### src/rtl/cache_nwsa_ctrl.sv
// rtl/cache_nwsa_ctrl.sv - N-way set-associative write-back/write-allocate cache controller
module cache_nwsa_ctrl #(
  parameter int ADDR_W    = 16,
  parameter int DATA_W    = 8,
  parameter int WAYS      = 2,
  parameter int SET_BITS  = 4,
  parameter int WORD_BITS = 2,
  parameter int CNT_W     = 16
) (
  input  logic              clock,
  input  logic              reset_n,
  input  logic [ADDR_W-1:0] addr_cpu,
  input  logic [DATA_W-1:0] wdata_cpu,
  input  logic              rd_cpu,
  input  logic              wr_cpu,
  output logic [DATA_W-1:0] rdata_cpu,
  output logic              stall_cpu,
  output logic [ADDR_W-1:0] addr_mem,
  output logic [DATA_W-1:0] wdata_mem,
  input  logic [DATA_W-1:0] rdata_mem,
  output logic              rd_mem,
  output logic              wr_mem,
  input  logic              ready_mem,
  output logic [CNT_W-1:0]  hit_count,
  output logic [CNT_W-1:0]  miss_count
);
  localparam int SETS  = 1 << SET_BITS;
  localparam int WORDS = 1 << WORD_BITS;
  localparam int TAG_W = ADDR_W - SET_BITS - WORD_BITS;
  localparam int WAY_W = (WAYS > 1) ? $clog2(WAYS) : 1;
  localparam logic [WORD_BITS-1:0] LAST_BEAT = WORD_BITS'(WORDS - 1);

  typedef enum logic [1:0] {S_IDLE, S_LOOKUP, S_WRITEBACK, S_REFILL} state_e;
  state_e state_q, state_d;

  logic [ADDR_W-1:0]    req_addr_q;
  logic [DATA_W-1:0]    req_wdata_q;
  logic                 req_wr_q;
  logic                 first_q;     // set until the first lookup of a request; refill re-lookups are not counted
  logic [WAY_W-1:0]     victim_q;
  logic [WORD_BITS-1:0] beat_q;
  logic [DATA_W-1:0]    rdata_q;
  logic [CNT_W-1:0]     hit_q, miss_q;

  logic [TAG_W-1:0]  tag_q   [SETS][WAYS];
  logic [DATA_W-1:0] data_q  [SETS][WAYS][WORDS];
  logic [WAYS-1:0]   valid_q [SETS];
  logic [WAYS-1:0]   dirty_q [SETS];

  logic [WORD_BITS-1:0] req_word;
  logic [SET_BITS-1:0]  req_set;
  logic [TAG_W-1:0]     req_tag;
  assign req_word = req_addr_q[WORD_BITS-1:0];
  assign req_set  = req_addr_q[WORD_BITS+SET_BITS-1:WORD_BITS];
  assign req_tag  = req_addr_q[ADDR_W-1:WORD_BITS+SET_BITS];

  logic             hit, has_free;
  logic [WAY_W-1:0] hit_way, free_way, lru_way, victim;
  logic             last_beat;
  assign last_beat = ready_mem && (beat_q == LAST_BEAT);

  // Tag match and lowest-index free way; descending scan so the lowest index wins
  always_comb begin
    hit      = 1'b0;
    hit_way  = '0;
    has_free = 1'b0;
    free_way = '0;
    for (int w = WAYS - 1; w >= 0; w--) begin
      if (valid_q[req_set][w] && (tag_q[req_set][w] == req_tag)) begin
        hit     = 1'b1;
        hit_way = WAY_W'(w);
      end
      if (!valid_q[req_set][w]) begin
        has_free = 1'b1;
        free_way = WAY_W'(w);
      end
    end
  end

  assign victim = has_free ? free_way : lru_way;

  generate
    if (WAYS > 1) begin : g_age
      logic [WAY_W-1:0] age_q [SETS][WAYS];

      // The way holding the oldest age is the replacement candidate
      always_comb begin
        lru_way = '0;
        for (int w = 0; w < WAYS; w++) begin
          if (age_q[req_set][w] == WAY_W'(WAYS - 1)) lru_way = WAY_W'(w);
        end
      end

      // True-LRU aging: touched way becomes youngest, younger ways shift up by one
      always_ff @(posedge clock or negedge reset_n) begin
        if (!reset_n) begin
          for (int s = 0; s < SETS; s++) begin
            for (int w = 0; w < WAYS; w++) age_q[s][w] <= WAY_W'(w);
          end
        end else if (state_q == S_LOOKUP && hit) begin
          for (int w = 0; w < WAYS; w++) begin
            if (WAY_W'(w) == hit_way) age_q[req_set][w] <= '0;
            else if (age_q[req_set][w] < age_q[req_set][hit_way])
              age_q[req_set][w] <= age_q[req_set][w] + 1'b1;
          end
        end
      end
    end else begin : g_no_age
      assign lru_way = '0;
    end
  endgenerate

  // Next-state selection
  always_comb begin
    state_d = state_q;
    case (state_q)
      S_IDLE:      if (rd_cpu || wr_cpu) state_d = S_LOOKUP;
      S_LOOKUP: begin
        if (hit) state_d = S_IDLE;
        else if (valid_q[req_set][victim] && dirty_q[req_set][victim]) state_d = S_WRITEBACK;
        else state_d = S_REFILL;
      end
      S_WRITEBACK: if (last_beat) state_d = S_REFILL;
      S_REFILL:    if (last_beat) state_d = S_LOOKUP;
      default:     state_d = S_IDLE;
    endcase
  end

  // Memory-side outputs decode straight from state so reset drops the strobes at once
  always_comb begin
    addr_mem  = '0;
    wdata_mem = '0;
    rd_mem    = 1'b0;
    wr_mem    = 1'b0;
    if (state_q == S_WRITEBACK) begin
      addr_mem  = {tag_q[req_set][victim_q], req_set, beat_q};
      wdata_mem = data_q[req_set][victim_q][beat_q];
      wr_mem    = 1'b1;
    end else if (state_q == S_REFILL) begin
      addr_mem = {req_tag, req_set, beat_q};
      rd_mem   = 1'b1;
    end
  end

  assign stall_cpu  = (state_q != S_IDLE);
  assign rdata_cpu  = rdata_q;
  assign hit_count  = hit_q;
  assign miss_count = miss_q;

  // Control state, request latch, line status bits and counters
  always_ff @(posedge clock or negedge reset_n) begin
    if (!reset_n) begin
      state_q     <= S_IDLE;
      req_addr_q  <= '0;
      req_wdata_q <= '0;
      req_wr_q    <= 1'b0;
      first_q     <= 1'b0;
      victim_q    <= '0;
      beat_q      <= '0;
      rdata_q     <= '0;
      hit_q       <= '0;
      miss_q      <= '0;
      for (int s = 0; s < SETS; s++) begin
        valid_q[s] <= '0;
        dirty_q[s] <= '0;
      end
    end else begin
      state_q <= state_d;
      case (state_q)
        S_IDLE: begin
          if (rd_cpu || wr_cpu) begin
            req_addr_q  <= addr_cpu;
            req_wdata_q <= wdata_cpu;
            req_wr_q    <= !rd_cpu;
            first_q     <= 1'b1;
          end
        end
        S_LOOKUP: begin
          first_q <= 1'b0;
          if (hit) begin
            if (req_wr_q) dirty_q[req_set][hit_way] <= 1'b1;
            else rdata_q <= data_q[req_set][hit_way][req_word];
            if (first_q && (hit_q != '1)) hit_q <= hit_q + 1'b1;
          end else begin
            if (miss_q != '1) miss_q <= miss_q + 1'b1;
            victim_q <= victim;
            beat_q   <= '0;
          end
        end
        S_WRITEBACK: begin
          if (ready_mem) beat_q <= beat_q + 1'b1;
          if (last_beat) dirty_q[req_set][victim_q] <= 1'b0;
        end
        S_REFILL: begin
          if (ready_mem) beat_q <= beat_q + 1'b1;
          if (last_beat) begin
            valid_q[req_set][victim_q] <= 1'b1;
            dirty_q[req_set][victim_q] <= 1'b0;
          end
        end
        default: ;
      endcase
    end
  end

  // Tag and data arrays are not reset; they are only meaningful behind a valid bit
  always_ff @(posedge clock) begin
    if (state_q == S_LOOKUP && hit && req_wr_q)
      data_q[req_set][hit_way][req_word] <= req_wdata_q;
    if (state_q == S_REFILL && ready_mem) begin
      data_q[req_set][victim_q][beat_q] <= rdata_mem;
      if (beat_q == LAST_BEAT) tag_q[req_set][victim_q] <= req_tag;
    end
  end
endmodule

### config.mk
export PLATFORM = sky130hd
export DESIGN_NAME = cache_nwsa_ctrl
export DESIGN_NICKNAME = d
export VERILOG_FILES = /design/src/rtl/cache_nwsa_ctrl.sv
export SDC_FILE = /design/constraint.sdc
export NUM_CORES = 2
export LEC_CHECK = 0
export ABC_AREA = 0
export CORE_MARGIN = 2
export CORE_UTILIZATION = 50
export CTS_BUF_LIST = sky130_fd_sc_hd__clkbuf_8
export DETAILED_ROUTE_END_ITERATION = 8
export PLACE_DENSITY_LB_ADDON = 0.05
export SLEW_MARGIN = 10
export SYNTH_ARGS = -nofsm -noshare
export SYNTH_HDL_FRONTEND = slang
export SYNTH_SLANG_ARGS = --single-unit
### constraint.sdc
create_clock -name clock -period 6.3 [get_ports clock]
set_clock_uncertainty 0.1 [all_clocks]
set_input_delay 0.945 -clock clock [delete_from_list [all_inputs] [get_ports clock]]
set_output_delay 0.945 -clock clock [all_outputs]
set_load 0.01 [all_outputs]
== Word level (Yosys, flattened, before mapping) ==
Memories as Yosys holds them, arrays and structs flattened.
Cells that the tools add are included.
Storage, ports and cells
  memories kept: 2
  output and inout bits: 67
  flip-flop bits (word level): 167
  memory bits (read-only): 0
  bits in latches: 0
  RAM bits: 1344
Operators by class
  divide/modulo/power cells: 0
  shifts and indexed selects: 0
  mux-type cells: 160
  multipliers: 0
  equal/unequal tests: 16
  bitwise operators: 79
  magnitude comparators: 17
  add/sub/neg operators: 5
  reductions and logical operators: 32
Memories
  data_q: depth 16, width 64, read ports 1, clocked after Yosys merged registers in 0, write ports 1, line 46  | logic [DATA_W-1:0] data_q [SETS][WAYS][WORDS];
  tag_q: depth 16, width 20, read ports 1, clocked after Yosys merged registers in 0, write ports 1, line 45  | logic [TAG_W-1:0] tag_q [SETS][WAYS];
Operators with widths (number)
  $mux 32: 16
  $mux 64: 2
  $and 32x32->32: 3
  $not 32->32: 3
  $mux 1: 91
  $bwmux 32: 2
  $demux 32 s1: 2
  $or 1x1->1: 64
  $or 32x32->32: 2
  $pmux 32 s2: 1
  $mux 8: 7
  $mux 10: 4
  $add 16x1->16 const B: 2
  $bmux 8 s2: 2
  $demux 2 s4: 4
  $demux 8 s2: 2
  $mux 16: 2
  $ne 16x16->1 const B: 2
  $mux 2: 15
  $bmux 2 s4: 3
  $eq 10x10->1: 2
  $mux 20: 1
  $logic_and 1x1->1: 15
  $reduce_and 3->1: 5
  31 further kinds: 57

== Depth between registers and ports, before layout ==
  depth in word-level cells: 18
  mapped depth: 19
  mapped depth without buffers: 9

== Least setup slack after synthesis ==
OpenSTA, ideal clock, no wires.
  path kind: register -> output
  start: reg req_addr_q[2]
  end: out wdata_mem[0]
  buffers on the path: 7
  cell stages (with the launch flop): 13
  setup slack: 1.834 ns
  data arrival time: 3.421 ns
  cells stage by stage: dfrtp_1 > buf_4 > buf_6 > buf_4 > buf_6 > buf_6 > buf_1 > buf_2 > mux4_2 > mux4_2 > mux4_2 > nand2_1 > a21oi_1
On the way
  longest elaborated chain between the ends: 8
RTL lines
  from (decl): line 36  | logic [ADDR_W-1:0] req_addr_q;
  from (signal assigned): line 172  | req_addr_q <= addr_cpu;
  $mem_v2 16x64
  $mux 32 (not written as such) (3 in series): line 137  | wdata_mem = data_q[req_set][victim_q][beat_q];
  $bmux 8 s2: line 137
  $mux 8 (not written as such) (2 in series): line 137
  $mux 8: line 135  | if (state_q == S_WRITEBACK) begin
  to (decl): line 19  | output logic [DATA_W-1:0] wdata_mem,
Every way passes these cells. The select of a mux whose other input is x is not followed.

== Final worst setup path ==
  start: reg req_addr_q[5]
  end: out wdata_mem[0]
The elaborated chain is that of the path after synthesis.

==> flow_summary_export.csv <==
group,metric,value,unit
cts,clock_path_buffers,3,
final_layout,final_core_util,0.572,
sta,period_share,0.959,
sta,final-hold-violation-count,0,
yosys,synth_edf_count,1344,
placed_design,post-dp-hpwl,115000,um
floorplanning,fp.dieH,357,um
outcome,status,"complete, no violations",
floorplanning,coreArea,124000,um2
final_layout,drive_above_1_share,0.319,
yosys,netlist.area_leader.share,0.648,
run,cap_violations,0,
power,ir_worst_vdd,0.000339,V
setup_path,start_kind,"flop",
sta,fin_setup_tns,0,ns
yosys,synth-main-ff-cell,"edfxtp_1",
yosys,synth_area_leaders,"edfxtp_1 (65%), mux4_2 (16%), dfrtp_1 (6.1%), mux2_2 (2.0%), nor2_1 (1.2%)",
cts,htree_levels,4,
final_layout,fin_cells,5349,
sta,period_needed,6.04,ns
grt,grt.busiest_layer,"met2",
routing,wl_per_cell,32.9,um
sta,relSlewSlack,0.215,
min_path,min_delay_worst_endpoint,"valid_q[6]",
setup_path,critical_path_class,"reg -> out",
floorplanning,rows,129,
min_path,hold_depth,1,
floorplanning,pin_count,104,
cts,clk_latency,0.95,ns
routing,vias,33400,
power,power_leakage,23.7,nW
cts,clock_sinks,1511,
cts,numCtsBuffers,238,
setup_path,cp_max_fo,47,
sta,max_slew.worst_pin.slew,1.17,ns
yosys,synthCells,3137,
setup_path,r2r_cells,10,
routing,drt_first_pass_iters,6,
final_layout,nets,3548,
grt,grt_use_total,0.281,
grt,grt_pass1_vias,34400,
grt,met2_usage,0.445,
setup_path,r2r-start,"req_addr_q[5]",
setup_path,endpoint_kind,"output port",
grt,use_met1,0.387,
yosys,yosys_register_bits,1511,
yosys,synth_area,62200,um2
cts,cts_resized,0,
power,p_per_area,459,nW/um2
yosys,synth.avg_cell_area,19.8,um2
placed_design,io_buffers,103,
grt,grt_pass1_wl,251000,um
final_layout,area_growth,13.6,%
cts,cts_tree,"built",
sta,drv_slew,0,
routing,drt-initial-drc-count,3732,
routing,ant_nets,0,
yosys,synthArstFlopShare,0.111,
floorplanning,fp.dieW,357,um
yosys,yosysUniqueCellTypes,80,
yosys,ys_warn_count,0,
setup_path,r2r-end,"data_q[2][1]",
power,finalPower,32.4,mW
min_path,hp-start,"valid_q[6]",
yosys,yosysTopAreaCell,"edfxtp_1",
min_path,hold_path.class,"reg -> reg",
sta,max_freq,165,MHz
setup_path,r2r_slack,0.90,ns
routing,viasPerCell,6.24,
grt,use_met3,0.0614,
routing,drc,0,
routing,wl,176000,um
placed_design,gp_congestion,0.865,
grt,grt_start_max_net_pins,142,
setup_path,arrival,5.00,ns
grt,grt_overflow,0,
cts,clk_pin_slew_worst_paths,0.06,ns
sta,fin_hold_ws,0.364,ns
sta,rsz0062_at_grt,"no",
setup_path,cp.required,5.25,ns
cts,cts_root_buf,"clkbuf_8",
floorplanning,die_area,127000,um2
yosys,ys_seq_area_frac,0.716,
floorplanning,start_util,0.503,
sta,setup_viol,0,
grt,antenna_found_initial,13,
placed_design,dp.cells,4894,
yosys,synthesis.nets,3185,
cell usage after synthesis (9+ instances only):
| master | instances |
|---|---|
| buf_6 | 13 |
| xor2_1 | 20 |
| edfxtp_1 | 1344 |
| nor3_1 | 23 |
| inv_1 | 17 |
| buf_2 | 66 |
| dfstp_2 | 16 |
| a31oi_1 | 15 |
| mux2i_1 | 62 |
| nor2_1 | 200 |
| buf_1 | 24 |
| clkbuf_1 | 70 |
| nor2_2 | 18 |
| o22ai_1 | 13 |
| a21oi_1 | 82 |
| dfrtp_1 | 151 |
| buf_4 | 10 |
| mux4_2 | 450 |
| a211oi_1 | 9 |
| nand4_1 | 17 |
| nand2_1 | 66 |
| and3_1 | 12 |
| ha_1 | 11 |
| o21ai_1 | 10 |
| o21ai_0 | 87 |
| mux2_2 | 110 |
| xnor2_1 | 34 |
| or2_2 | 34 |
| nand3_1 | 32 |
kinds of logic after synthesis:
kind of cell / after synthesis / share of synthesized area
muxes: 625 / 0.194
buffers and inverters: 207 / 0.0170
DFF: 1511 / 0.716
AOI/OAI and AO/OA: 292 / 0.0303
xor gates and xnor gates: 54 / 0.00760
and+or+nand+nor: 437 / 0.0335
adders and majority gates: 11 / 0.00221
layer usage:
layer / vias up / part of all wire / routed length, um
met5: - / 0.00017 / 30
met4: 6 / 0.034 / 6010
met3: 307 / 0.086 / 15200
met2: 1658 / 0.48 / 85000
met1: 17800 / 0.40 / 69600
li1: 13600 / - / -
critical path, stage by stage, from the launching register on:
cell and delay [ns]:
dfrtp_4 0.75, inv_4 0.28, buf_4 0.81, mux4_2 0.74, mux4_2 0.50, nand2_1 0.11, a21oi_1 0.18, clkdlybuf4s50_1 0.58
state kept, by name, summed over array words and instances, names as in the netlist:
signal,cells
beat_q,2
req_wdata_q,8
data_q,1024
dirty_q,32
victim_q,1
hit_count,16
first_q,1
miss_count,16
rdata_cpu,8
valid_q,32
state_q,2
g_age.age_q,32
req_wr_q,1
req_addr_q,16
tag_q,320
final cells by class:
type	instances	area, um2
Sequential cell	1511	44600
Antenna cell	2	5.00
Timing Repair Buffer	311	2770
Fill cell	9321	52900
Clock buffer	254	3500
Multi-Input combinational cell	1419	16600
Clock inverter	196	1100
Inverter	19	73.8
Tap cell	1637	2050
layout by cell type, fill, tap and decap left out, types with 11 or more instances in the layout:
cell	synthesis	routed
nand4_1	17	17
clkdlybuf4s50_1	0	102
mux2_2	110	110
dfrtp_1	151	147
a31oi_1	15	15
nor2_1	200	199
or2_2	34	34
nand3_1	32	32
nor2_2	18	19
clkbuf_8	0	255
o21ai_0	87	87
xor2_1	20	20
nand2_1	66	66
o22ai_1	13	13
dfstp_2	16	16
a21oi_1	82	82
ha_1	11	11
clkinv_2	0	39
mux2i_1	62	62
edfxtp_1	1344	1344
clkinv_1	0	56
xnor2_1	34	34
inv_1	17	99
buf_4	10	193
mux4_2	450	450
and3_1	12	12
buf_12	1	14
nor3_1	23	23
metrics by stage:
stage                     area, um2  setup slack (ns)
final                         70700             0.256
after global routing          70700            0.0913
after CTS                     70700           0.00843
after detailed placement      66100             0.856
after global placement        66100             0.906
after floorplan               62200              1.83
where the power goes:
part           switching [mW]  total, mW  internal, mW  leakage [nW]
Clock                    3.89       8.02          4.13          2.68
Combinational            6.67       11.2          4.53          6.83
Sequential              0.712       13.2          12.5          14.2
Total                    11.3       32.4          21.2          23.7
worst max-delay path by stage:
stage                        from  slack [ns]  cells after the start      endpoint
floorplan           req_addr_q[2]        1.83                     12  wdata_mem[0]
global placement    req_addr_q[3]        0.91                     10  data_q[2][4]
detailed placement  req_addr_q[3]        0.86                     10  data_q[2][4]
CTS                 req_addr_q[2]       0.008                      7  wdata_mem[6]
global route        req_addr_q[5]        0.09                      7  wdata_mem[0]
finish              req_addr_q[5]        0.26                      7  wdata_mem[0]
repair_timing:
item / CTS / global route
hold endpoints to repair: 26 / 0
hold buffers: 1 / 0
setup buffers: 1 / 1
endpoints found under the setup margin: 1 / 4
pin swaps: 0 / 0
(Power assumes the default switching activity.)
